<file path="config.mk">
export PLATFORM = sky130hd
export DESIGN_NAME = seq_divider_8by4
export DESIGN_NICKNAME = d
export VERILOG_FILES = /design/src/rtl/seq_divider_8by4.sv
export SDC_FILE = /design/constraint.sdc
export NUM_CORES = 1
export LEC_CHECK = 0
export BUFFER_PORTS_ARGS = -buffer_cell sky130_fd_sc_hd__buf_2
export CORE_AREA = 2 2 53 92
export DETAILED_ROUTE_END_ITERATION = 7
export DIE_AREA = 0 0 55 94
export MAX_ROUTING_LAYER = met4
export PLACE_DENSITY = 0.77
export SETUP_SLACK_MARGIN = 0.5
export SLEW_MARGIN = 20
export SYNTH_ARGS = -nofsm -noshare
export SYNTH_HDL_FRONTEND = slang
export SYNTH_SLANG_ARGS = --single-unit
</file>
<file path="constraint.sdc">
create_clock -name clk -period 2.5 [get_ports clk]
set_clock_uncertainty 0.2 [all_clocks]
set_input_delay 0.5 -clock clk [delete_from_list [all_inputs] [get_ports clk]]
set_output_delay 0.5 -clock clk [all_outputs]
set_load 0.05 [all_outputs]
</file>
<file path="src/rtl/seq_divider_8by4.sv">
// -----------------------------------------------------------------------------
// seq_divider_8by4
//
// Purpose:
//   Sequential restoring divider: 8-bit unsigned dividend / 4-bit unsigned
//   divisor -> 8-bit quotient + 4-bit remainder, one quotient bit per clock.
//   Companion of the 4x4 multiplier; used by the matrix unit to normalise and
//   scale 8-bit products.
//
// Ports:
//   clk          in   1  clock, all state updates on the rising edge
//   rst_n        in   1  asynchronous active-low reset
//   in_valid     in   1  dividend/divisor valid
//   in_ready     out  1  block can accept an operation (state IDLE)
//   dividend     in   8  unsigned dividend
//   divisor      in   4  unsigned divisor
//   out_valid    out  1  result valid (state DONE)
//   out_ready    in   1  consumer accepts result
//   quotient     out  8  unsigned quotient (8'hFF on divide-by-zero)
//   remainder    out  4  unsigned remainder (dividend[3:0] on divide-by-zero)
//   div_by_zero  out  1  result came from divisor == 0
//
// Optional feature:
//   SEQ_DIVIDER_EARLY_EXIT_EN - when defined, the bit counter starts at the
//   index of the dividend's highest set bit, skipping leading zeros. Results
//   are identical; only latency changes (msb_index+1 CALC edges, 1 edge for a
//   zero dividend). When undefined every nonzero divisor takes 8 CALC edges.
// -----------------------------------------------------------------------------
module seq_divider_8by4 (
    input  logic       clk,
    input  logic       rst_n,
    input  logic       in_valid,
    output logic       in_ready,
    input  logic [7:0] dividend,
    input  logic [3:0] divisor,
    output logic       out_valid,
    input  logic       out_ready,
    output logic [7:0] quotient,
    output logic [3:0] remainder,
    output logic       div_by_zero
);

    typedef enum logic [1:0] {
        S_IDLE = 2'd0,
        S_CALC = 2'd1,
        S_DONE = 2'd2
    } state_t;

    state_t     r_state;
    state_t     w_state_next;

    // Operand latches: operands are captured once at acceptance and never
    // re-sampled, so the producer may change them freely during CALC.
    logic [7:0] r_dividend;
    logic [3:0] r_divisor;

    // Partial remainder. After each restoring step it is strictly below the
    // divisor, so four stored bits suffice; the shifted-in value used for the
    // compare is the full 5 bits and therefore cannot overflow.
    logic [3:0] r_partial;
    logic [2:0] r_count;
    logic [7:0] r_q;

    // Result registers, held through DONE and back into IDLE.
    logic [7:0] r_quotient;
    logic [3:0] r_remainder;
    logic       r_div_by_zero;

    // One restoring step
    logic [4:0] w_shift;
    logic [4:0] w_divisor_ext;
    logic       w_ge;
    logic [3:0] w_diff;
    logic [3:0] w_partial_next;
    logic [7:0] w_q_next;
    logic       w_last;
    logic [2:0] w_start_count;

    assign w_shift       = {r_partial, r_dividend[r_count]};
    assign w_divisor_ext = {1'b0, r_divisor};
    assign w_ge          = (w_shift >= w_divisor_ext);
    // Only used when w_shift >= divisor, in which case the true difference
    // is below the divisor and fits in 4 bits, so modular 4-bit math is exact.
    assign w_diff        = w_shift[3:0] - r_divisor;
    assign w_partial_next = w_ge ? w_diff : w_shift[3:0];
    assign w_last        = (r_count == 3'd0);

    always_comb begin
        w_q_next          = r_q;
        w_q_next[r_count] = w_ge;
    end

`ifdef SEQ_DIVIDER_EARLY_EXIT_EN
    // Leading-zero skip: start at the highest set dividend bit. The ascending
    // loop leaves the highest index in place. A zero dividend starts at 0 and
    // still spends one CALC edge, producing quotient 0 and remainder 0.
    always_comb begin
        w_start_count = 3'd0;
        for (int k = 0; k < 8; k++) begin
            if (dividend[k]) begin
                w_start_count = 3'(k);
            end
        end
    end
`else
    assign w_start_count = 3'd7;
`endif

    // -------------------------------------------------------------------------
    // FSM state register
    // -------------------------------------------------------------------------
    always_ff @(posedge clk or negedge rst_n) begin
        if (!rst_n) begin
            r_state <= S_IDLE;
        end else begin
            r_state <= w_state_next;
        end
    end

    // -------------------------------------------------------------------------
    // FSM next-state logic
    // -------------------------------------------------------------------------
    always_comb begin
        w_state_next = r_state;
        case (r_state)
            S_IDLE: begin
                if (in_valid) begin
                    // Divide-by-zero skips the iteration entirely.
                    w_state_next = (divisor == 4'd0) ? S_DONE : S_CALC;
                end
            end
            S_CALC: begin
                if (w_last) begin
                    w_state_next = S_DONE;
                end
            end
            S_DONE: begin
                if (out_ready) begin
                    w_state_next = S_IDLE;
                end
            end
            default: begin
                w_state_next = S_IDLE;
            end
        endcase
    end

    // -------------------------------------------------------------------------
    // Datapath
    // -------------------------------------------------------------------------
    always_ff @(posedge clk or negedge rst_n) begin
        if (!rst_n) begin
            r_dividend    <= 8'd0;
            r_divisor     <= 4'd0;
            r_partial     <= 4'd0;
            r_count       <= 3'd0;
            r_q           <= 8'd0;
            r_quotient    <= 8'd0;
            r_remainder   <= 4'd0;
            r_div_by_zero <= 1'b0;
        end else begin
            case (r_state)
                S_IDLE: begin
                    if (in_valid) begin
                        if (divisor != 4'd0) begin
                            r_dividend <= dividend;
                            r_divisor  <= divisor;
                            r_partial  <= 4'd0;
                            r_q        <= 8'd0;
                            r_count    <= w_start_count;
                        end else begin
                            r_quotient    <= 8'hFF;
                            r_remainder   <= dividend[3:0];
                            r_div_by_zero <= 1'b1;
                        end
                    end
                end
                S_CALC: begin
                    r_partial <= w_partial_next;
                    r_q       <= w_q_next;
                    // Wraps to 7 after the last bit; harmless since the next
                    // acceptance reloads it.
                    r_count   <= r_count - 3'd1;
                    if (w_last) begin
                        r_quotient    <= w_q_next;
                        r_remainder   <= w_partial_next;
                        r_div_by_zero <= 1'b0;
                    end
                end
                default: begin
                    // DONE: results held until the consumer takes them.
                end
            endcase
        end
    end

    assign in_ready    = (r_state == S_IDLE);
    assign out_valid   = (r_state == S_DONE);
    assign quotient    = r_quotient;
    assign remainder   = r_remainder;
    assign div_by_zero = r_div_by_zero;

endmodule

</file>
==> reports/results.txt <==
clk sinks -> 42
input/output buffers -> 30
First-pass DRT Iterations -> 4
Post-synth ARST share -> 100%
layout cells sized above 1 -> 39.0%
cells on worst reg2reg path -> 10
antenna violations before repair -> 0
RSZ-0062 raised after global routing -> yes
# setup viols final -> 22
GRT Total Usage -> 25.0%
Clk Latency, worst-skew pair -> 0.30 ns
Max-slew headroom -> 58.9%
CTS clk-pin slew, worst paths -> 0.09 ns
synth top area cells -> dfrtp_1 (48%), ha_1 (3.5%), nor2_1 (3.3%)
Boundary Pins -> 31
diode count -> 0
Die W -> 55 µm
number of global-route vias before repair -> 1863
starting density of the core -> 49.4%
Layout Area Growth over Synthesis -> 28.0%
hold_ws -> -0.0121 ns
register bit total from synthesis -> 42
CTS Buffer Depth -> 2
Syn Nets -> 233
top cell type's share of synthesized area -> 48.3%
post-route minimum period -> 2.64 ns
first-pass GRT wire length -> 8970 µm
Ys Warns -> 0
Vias/cell -> 5.86
setup TNS -> -1.87 ns
total grt overflow -> 0
Least-Margin Pin Slew -> 0.617 ns
die footprint -> 5170 µm²
fill count -> 363
CP Max Fanout -> 6
final count of pins violating max slew -> 0
final hold vios -> 13
failing checks -> hold timing, setup timing
H-tree lvl count -> 2
post-DP HPWL -> 3950 µm
CTS Hold Buffers Added -> 0
Routed WL per cell -> 17.8 µm
Post-synth EDFFs -> 0
largest net degree at the start of global routing -> 27
crit path capture type -> flop
Core Box Area -> 4400 µm²
CTS tree -> built
Max Freq -> 379 MHz
critical path cell sequence -> nand4_1, o31ai_1, or4_4, inv_2, ha_4, nor2b_2, o31a_1, or2_4, o211ai_2, o21ai_1
final worst slack -> -0.142 ns
leading area contributor after synthesis -> dfrtp_1
crit share post-route -> 106%
Placer Congestion -> 0.953
Netlist cell types -> 47
Iteration-0 DRC Markers -> 63
Post-Syn Area -> 2170 µm²
Arr. time, crit path -> 2.63 ns
CP Data Required Time -> 2.49 ns
Num CTS Buffers -> 5
CP max stage cell -> or4_4
FP Rows -> 32
clk root buf -> clkbuf_8
Nets -> 286
ys flop type -> dfrtp_1
Tightest Hold Check Type -> in -> async
Antenna Nets Post-Route -> 0
status -> finished with violations
max incr delay on CP -> 0.52 ns
Via Count -> 1846
placed insts -> 297
Die Y -> 94 µm
Gate Count Post-Synth -> 210
max cap viols -> 0
Non-Filler Instances -> 315
Mean Syn Cell Area -> 10.4 µm²
DRC -> 0
Startpoint Class -> flop
Routed WL -> 5590 µm
Seq/Total Area, Yosys -> 48.3%
kind of critical path -> reg -> reg
==> critical path, delay by kind of cell (launching register included) <==
kind	cells	cell delay [ns]
compound gates	4	0.70
simple gates	4	0.97
buf+inv	1	0.08
flops	1	0.45
fa+ha+maj	1	0.13
==> layout make-up <==
type | instances | area, µm² | share of cell area (%)
multi-input combinational | 146 | 1140 | 41.0
sequential | 42 | 1050 | 37.9
timing repair buffer | 56 | 379 | 13.6
clock buffer | 6 | 82.6 | 2.97
tap | 51 | 63.8 | 2.29
inverter | 12 | 50.0 | 1.80
clock inverter | 2 | 12.5 | 0.449
==> per-layer routing <==
metal	wire length, µm	track usage, %	vias up
li1	-	-	850
met1	2040	28.2	913
met2	3000	40.7	58
met3	205	4.46	25
met4	345	13.2	0
met5	0	-	-
==> cells in the final DEF (no fill, tap or decap), types with 6 or more instances in the layout <==
cell type,instances
buf_6,7
nor2_1,15
dfrtp_1,39
buf_4,18
o21ai_1,12
buf_2,30
mux2_2,6
mux2i_1,7
o21ai_0,7
clkbuf_8,6
a21oi_1,11
nand2_1,12
inv_1,10
==> path summary, 6_finish.rpt <==
| check | slack (ns) | from | to |
|---|---|---|---|
| worst max-delay path | -0.14 | r_count[0] | r_partial[0] |
| min in group clk | 0.23 | dividend[1] | r_dividend[1] |
| worst min register to register | 0.31 | r_dividend[5] | r_dividend[5] |
| worst max register to register | -0.14 | r_count[0] | r_partial[0] |
| worst min-delay path | -0.01 | rst_n | r_dividend[1] |
| max in group asynchronous | 1.55 | rst_n | quotient[5] |
==> cells in the mapped netlist (2+ instances only) <==
cell       n
nand2_1   15
a22o_1     4
mux2_1     3
mux2i_1    7
mux2_2     6
clkbuf_1   2
o22a_1     4
nor3_2     2
o21ai_1   12
inv_1     11
buf_4      2
ha_1       6
o21ai_0    8
nand2b_1   3
nor2b_1    5
o31ai_1    4
a21oi_1   13
nor3_1     5
nand4_1    2
nor2_1    19
nand3b_1   2
a21o_1     3
dfrtp_1   42
buf_2      6
a31oi_1    2
==> through the flow <==
stage	instance area [µm²]	hold slack [ns]	worst slack, ns	util [%]
2_1_floorplan	2210	0.00441	-0.0390	-
3_3_place_gp	2470	0.283	-0.207	56.2
3_5_place_dp	2470	0.290	-0.256	56.2
4_1_cts	2730	0.00952	-0.172	62.1
5_1_grt	2780	0.0255	-0.271	63.2
6_report	2780	-0.0121	-0.142	63.2
==> cell families (layout without fill, tap and decap cells) <==
| family | after synthesis | after routing | synth area share, % |
|---|---|---|---|
| fa+ha+maj | 7 | 7 | 4.37 |
| flops | 42 | 42 | 48.3 |
| compound gates | 62 | 62 | 19.9 |
| xor+xnor | 2 | 2 | 0.806 |
| simple gates | 58 | 59 | 13.8 |
| buf+inv | 23 | 76 | 5.01 |
| mux | 16 | 16 | 7.88 |
==> state kept, by name, indices dropped and copies added, names as in the netlist <==
name	cells
div_by_zero	1
remainder	4
r_dividend	8
r_count	3
r_divisor	4
r_state	2
r_q	8
r_partial	4
quotient	8
==> repair_timing <==
item / CTS / global route
endpoints found under the setup margin: 36 / 29
pin swaps: 4 / 3
endpoints found under the hold margin: 0 / 0
cloned: 1 / 1
resized for setup: 31 / 10
buffers inserted: 6 / 2
Power is left out: the tool's default activity adds up to more than one toggle a clock period on the data nets, which glitch-free logic cannot reach.
